--- config.mk ---
export PLATFORM = sky130hd
export DESIGN_NAME = flash_read_arbiter
export DESIGN_NICKNAME = d
export VERILOG_FILES = /design/src/rtl/flash_arb_pkg.sv /design/src/rtl/flash_read_arbiter_rr_picker.sv /design/src/rtl/flash_read_arbiter.sv
export SDC_FILE = /design/constraint.sdc
export NUM_CORES = 1
export LEC_CHECK = 0
export BUFFER_PORTS_ARGS = -buffer_cell sky130_fd_sc_hd__buf_2
export CORE_MARGIN = 1
export CORE_UTILIZATION = 44
export DETAILED_ROUTE_END_ITERATION = 8
export PLACE_DENSITY = 0.86
export SYNTH_ARGS = -nofsm -noshare
export SYNTH_HDL_FRONTEND = slang
export SYNTH_SLANG_ARGS = --single-unit
export TNS_END_PERCENT = 5
--- constraint.sdc ---
create_clock -name clk -period 2.1 [get_ports clk]
set_input_delay 0.105 -clock clk [delete_from_list [all_inputs] [get_ports clk]]
set_output_delay 0.105 -clock clk [all_outputs]
set_load 0.01 [all_outputs]
--- src/rtl/flash_arb_pkg.sv ---
// ---------------------------------------------------------------------------
// flash_arb_pkg
//   Shared widths and the arbiter state type for flash_read_arbiter.
//   ADDR_W      : flash word address width
//   DATA_W      : flash data word width
//   arb_state_t : IDLE -> READ -> RESP -> DRAIN -> IDLE
// ---------------------------------------------------------------------------
package flash_arb_pkg;

    localparam int unsigned ADDR_W = 24;
    localparam int unsigned DATA_W = 32;

    typedef enum logic [1:0] {
        IDLE,
        READ,
        RESP,
        DRAIN
    } arb_state_t;

endpackage

--- src/rtl/flash_read_arbiter_rr_picker.sv ---
// ---------------------------------------------------------------------------
// rr_picker
//   Combinational round-robin winner selection. Scans the request vector
//   starting one position after last_grant (wrapping) and returns the first
//   set bit.
// Ports
//   req        in   NUM_REQ   request vector
//   last_grant in   IDX_W     index of the previous winner
//   grant      out  NUM_REQ   one-hot winner, zero when req is zero
//   grant_idx  out  IDX_W     index of the winner (0 when req is zero)
// ---------------------------------------------------------------------------
module rr_picker #(
    parameter  int unsigned NUM_REQ = 2,
    localparam int unsigned IDX_W   = $clog2(NUM_REQ)
) (
    input  logic [NUM_REQ-1:0] req,
    input  logic [IDX_W-1:0]   last_grant,
    output logic [NUM_REQ-1:0] grant,
    output logic [IDX_W-1:0]   grant_idx
);

    logic [IDX_W-1:0] cand;
    logic             found;

    always_comb begin
        grant     = '0;
        grant_idx = '0;
        found     = 1'b0;
        cand      = '0;
        // offset NUM_REQ wraps back to last_grant itself, so it has lowest priority
        for (int unsigned off = 1; off <= NUM_REQ; off++) begin
            cand = IDX_W'((32'(last_grant) + off) % NUM_REQ);
            if (!found && req[cand]) begin
                found       = 1'b1;
                grant[cand] = 1'b1;
                grant_idx   = cand;
            end
        end
    end

endmodule

--- src/rtl/flash_read_arbiter.sv ---
// ---------------------------------------------------------------------------
// flash_read_arbiter
//   Round-robin arbiter/sequencer sharing one read_flash engine among
//   NUM_REQ clients. One transaction at a time: accept, read, respond, drain.
//   Optional read watchdog enabled by defining FLASH_ARB_TIMEOUT_EN.
// Ports
//   clk          in   1            system clock, rising edge
//   reset        in   1            asynchronous, active-low
//   req_valid    in   NUM_REQ      per-client request
//   req_addr     in   NUM_REQ*24   client i address at [24*i +: 24]
//   req_ready    out  NUM_REQ      one-hot accept pulse
//   rsp_valid    out  NUM_REQ      one-hot response pulse
//   rsp_data     out  32           response word
//   rsp_err      out  1            watchdog timeout flag, qualified by rsp_valid
//   start_read   out  1            level request to read_flash
//   request_addr out  24           address to read_flash
//   read_done    in   1            read_flash done
//   read_data    in   32           read_flash data_out
//   busy         out  1            high outside IDLE
// ---------------------------------------------------------------------------
module flash_read_arbiter
    import flash_arb_pkg::*;
#(
    parameter int unsigned NUM_REQ        = 2,
    parameter int unsigned TIMEOUT_CYCLES = 1024
) (
    input  logic                      clk,
    input  logic                      reset,
    input  logic [NUM_REQ-1:0]        req_valid,
    input  logic [NUM_REQ*ADDR_W-1:0] req_addr,
    output logic [NUM_REQ-1:0]        req_ready,
    output logic [NUM_REQ-1:0]        rsp_valid,
    output logic [DATA_W-1:0]         rsp_data,
    output logic                      rsp_err,
    output logic                      start_read,
    output logic [ADDR_W-1:0]         request_addr,
    input  logic                      read_done,
    input  logic [DATA_W-1:0]         read_data,
    output logic                      busy
);

    localparam int unsigned      IDX_W    = $clog2(NUM_REQ);
    localparam logic [IDX_W-1:0] LAST_RST = IDX_W'(NUM_REQ - 1);

    arb_state_t          state;
    logic [IDX_W-1:0]    last_grant;
    logic [NUM_REQ-1:0]  win_oh;
    logic [NUM_REQ-1:0]  pick_grant;
    logic [IDX_W-1:0]    pick_idx;
    logic [ADDR_W-1:0]   addr_arr [NUM_REQ];

    for (genvar g = 0; g < NUM_REQ; g++) begin : g_addr
        assign addr_arr[g] = req_addr[ADDR_W*g +: ADDR_W];
    end

    rr_picker #(
        .NUM_REQ (NUM_REQ)
    ) u_picker (
        .req        (req_valid),
        .last_grant (last_grant),
        .grant      (pick_grant),
        .grant_idx  (pick_idx)
    );

`ifdef FLASH_ARB_TIMEOUT_EN
    localparam int unsigned      TMO_W    = $clog2(TIMEOUT_CYCLES + 1);
    localparam logic [TMO_W-1:0] TMO_LAST = TMO_W'(TIMEOUT_CYCLES - 1);
    logic [TMO_W-1:0] wd_cnt;
`else
    logic unused_timeout;
    assign unused_timeout = (TIMEOUT_CYCLES == 0);
    assign rsp_err        = 1'b0;
`endif

    always_ff @(posedge clk or negedge reset) begin
        if (!reset) begin
            state        <= IDLE;
            last_grant   <= LAST_RST;
            win_oh       <= '0;
            req_ready    <= '0;
            rsp_valid    <= '0;
            rsp_data     <= '0;
            start_read   <= 1'b0;
            request_addr <= '0;
            busy         <= 1'b0;
`ifdef FLASH_ARB_TIMEOUT_EN
            rsp_err      <= 1'b0;
            wd_cnt       <= '0;
`endif
        end else begin
            // pulse outputs default low; rsp_data is only meaningful with rsp_valid
            req_ready <= '0;
            rsp_valid <= '0;
            rsp_data  <= '0;
`ifdef FLASH_ARB_TIMEOUT_EN
            rsp_err   <= 1'b0;
`endif
            unique case (state)
                IDLE: begin
                    if (|req_valid) begin
                        req_ready    <= pick_grant;
                        win_oh       <= pick_grant;
                        last_grant   <= pick_idx;
                        request_addr <= addr_arr[pick_idx];
                        start_read   <= 1'b1;
                        busy         <= 1'b1;
                        state        <= READ;
`ifdef FLASH_ARB_TIMEOUT_EN
                        wd_cnt       <= '0;
`endif
                    end
                end
                READ: begin
                    if (read_done) begin
                        rsp_data   <= read_data;
                        rsp_valid  <= win_oh;
                        start_read <= 1'b0;
                        state      <= RESP;
                    end
`ifdef FLASH_ARB_TIMEOUT_EN
                    // done has priority over an expiring watchdog in the same cycle
                    else if (wd_cnt == TMO_LAST) begin
                        rsp_valid  <= win_oh;
                        rsp_err    <= 1'b1;
                        start_read <= 1'b0;
                        state      <= RESP;
                    end else begin
                        wd_cnt <= wd_cnt + TMO_W'(1);
                    end
`endif
                end
                RESP: begin
                    state <= DRAIN;
                end
                DRAIN: begin
                    if (!read_done) begin
                        busy  <= 1'b0;
                        state <= IDLE;
                    end
                end
                default: begin
                    state <= IDLE;
                end
            endcase
        end
    end

endmodule

==> reports/results.tsv <==
stage	metric	value	unit
pwr	power_per_cell_area	1235	mW/mm^2
setup_path	rr_worst_depth	5	
routing	drcViolationCount	0	
timing	tightest_slew	1.089	ns
synthesis	netlist_instances	247	
synthesis	synth_fp_nets	337	
timing	period_share	85.15	%
synthesis	synth-seq-cells	67	
routing	drtIter0Drc	91	
die	dieWidth	79.85	um
setup_path	endpoint_kind	register	
clock_network	clockBufferDepth	2	
clock_network	h-tree-depth	3	
clock_network	cts_tree	done	
clock_network	cts_resized	0	
setup_path	critical_path_depth	5	
timing	final_hold_viol_count	0	
synthesis	ys_seq_area_share	62.93	%
synthesis	yosysWarnings	0	
routing	via_per_inst	4.969	
setup_path	critPathBufInv	1	
global_routing	grt_max_degree	38	
placement	pre_cts_slack	0.3212	ns
setup_path	path_cells	inv_1 > ha_1 > or3b_4 > nand2_2 > mux2_1	
global_routing	antenna_found_initial	0	
setup_path	cpPeakStageDelay	0.43	ns
global_routing	grt_overflow_total	0	
placement	finalWeightedCongestion	0.7809	
layout	layoutNonFillerInstCount	481	
routing	postRouteAntennaNets	0	
clock_network	cts.sinks	67	
routing	postRouteWirelength	6693	um
synthesis	netlist_top_cells_count	dfrtp_1 (66), a21oi_1 (50), and3_1 (34), nor2_1 (27), nand2_1 (26)	
setup_path	r2r_slack	0.31	ns
timing	worst_slack	0.3118	ns
placement	port_buffers	146	
setup_path	r2r-start	state[0]	
setup_path	arrival	2.00	ns
timing	finClkSkew	0.007616	ns
pwr	peakVddDrop	674.9	uV
synthesis	syn_area_per_cell	10.79	um^2
clock_network	postCtsSetupBuffers	0	
hold_path	holdPathStages	3	
hold_path	hp-class	in2reg	
die	rows	27	
setup_path	critPathCapture	state[1]	
setup_path	path_max_fanout	7	
setup_path	critical_path_class	reg2reg	
die	die_h	79.85	um
routing	via_count	2390	
pwr	p_leak	0.002170	uW
setup_path	worstSetupStartpointType	register	
synthesis	synth-edff-count	0	
layout	diodes	0	
synthesis	synth_area_leader_cell	dfrtp_1	
setup_path	crit_family	simple AND/OR/NAND/NOR gates	
synthesis	synthTopCellsByArea	dfrtp_1 (62%), a21oi_1 (9.4%), and3_1 (8.0%), nor2_1 (3.8%), nand2_1 (3.7%)	
setup_path	startpoint	state[0]	
layout	num-fill-cells	449	
setup_path	worstPathRequired	2.31	ns
layout	finalNetCount	494	
synthesis	synth_area	0.002666	mm^2
synthesis	yosys.cell_count.top_type	dfrtp_1	
timing	fmax	0.5592	GHz
routing	wl_per_cell	13.91	um
synthesis	synth_flop_cell	dfrtp_1	
routing	first_pass_iters	4	
layout	syn_to_final_growth	40.87	%
global_routing	grt_use_total	22.09	%
clock_network	cts-root-buf	clkbuf_8	
run	cap_violations	0	
die	io_pins	148	
placement	dp.cells	451	
synthesis	synth_top_area_share	61.94	%
die	die-area	0.006375	mm^2
global_routing	grt_pass1_vias	2458	
timing	final_max_slew_viol_count	0	
global_routing	grt_pass1_wl	10700	um
timing	slew_headroom	27.38	%
synthesis	synth_cell_types	26	
timing	rsz0062_at_grt	false	
die	initial_core_util	46.98	%
setup_path	r2r-end	state[1]	
timing	min_period	1.788	ns
outcome	status	complete, no violations	
clock_network	clk-insertion-delay-late	0.33	ns
clock_network	postCtsHoldBufs	14	
placement	dp_hpwl	4638	um
setup_path	critical_path.slowest_cell	or3b_4	
clock_network	path_clk_slew	0.08	ns
clock_network	cts_buffers	9	
timing	tns	0	ns
synthesis	synthArstFlopShare	100.0	%
layout	drive_above_1_share	42.05	%
timing	setup_viol_count_final	0	
die	core	0.005675	mm^2
state kept, by name, indices dropped and copies added (netlist names):
signal / flops
state: 2
request_addr: 24
req_ready: 2
win_oh: 2
busy: 1
last_grant: 1
rsp_data: 32
rsp_valid: 2
start_read: 1
worst min-delay path: stages:
cell and delay [ns]:
buf_2 0.10, nand2_1 0.05, a21oi_1 0.05
metrics by stage:
step           hold slack, ns  instance area (um^2)  power, uW  utilization, %
5_1_grt              0.002855                  3756       4983           66.18
3_3_place_gp          0.06851                  3413       3491           60.14
3_5_place_dp          0.07256                  3413       3589           60.14
4_1_cts             0.0005072                  3756       4685           66.18
6_report              0.01628                  3756       4640           66.18
2_1_floorplan         -0.1906                  2666       2945               -
placed cells by master, fill, tap and decap left out:
cell type and n:
conb_1 1, bufinv_16 1, clkinvlp_4 1, dfrtp_1 66, nand2b_1 1, and2_1 1, a31oi_1 1, buf_2 146
ha_1 5, dlygate4sd3_1 14, nor2_1 27, mux2i_1 2, buf_4 4, clkbuf_8 10, clkinv_2 2, o21ai_2 1
a21bo_2 1, and3_1 34, a21boi_4 1, o2bb2ai_1 2, inv_1 3, nand2_1 26, mux2_1 1, nand2_2 1
a21o_1 2, a21oi_1 50, o21a_1 1, clkinv_4 2, or3b_4 1, dfstp_2 1
metal layers:
layer | global-route usage, % | vias up | wire length (um)
li1 | - | 1140 | -
met1 | 24.01 | 1152 | 2654
met2 | 40.26 | 85 | 3623
met3 | 4.343 | 13 | 299
met4 | 11.61 | 0 | 115
met5 | 0 | - | 0
layout make-up:
type | instances | area [um^2] | area share [%]
inverter | 3 | 11.26 | 0.2998
timing repair buffer | 164 | 900.9 | 23.98
tap | 72 | 90.09 | 2.398
multi-input combinational | 159 | 873.3 | 23.25
clock inverter | 6 | 65.06 | 1.732
clock buffer | 10 | 137.6 | 3.664
sequential | 67 | 1678 | 44.67
worst min path at each step:
| stage | from | to | slack (ns) |
|---|---|---|---|
| floorplan | reset | busy | -0.19 |
| global placement | reset | rsp_data[24] | 0.07 |
| CTS | req_addr[23] | request_addr[23] | 0.0005 |
| detailed placement | reset | rsp_data[12] | 0.07 |
| finish | req_addr[6] | request_addr[6] | 0.02 |
| global route | read_data[15] | rsp_data[15] | 0.003 |
cell families after synthesis:
family	synth area share (%)
simple gates	16.57
flops	62.93
buf+inv	4.317
other cells	0.1406
compound gates	12.53
fa+ha+maj	2.346
mux	1.173
where the power goes:
part / leakage (uW) / switching [uW] / internal (uW)
clock network: 0.000102 / 484 / 580
logic: 0.00123 / 964 / 699
registers: 0.000841 / 210 / 1700
(Power assumes the default switching activity.)
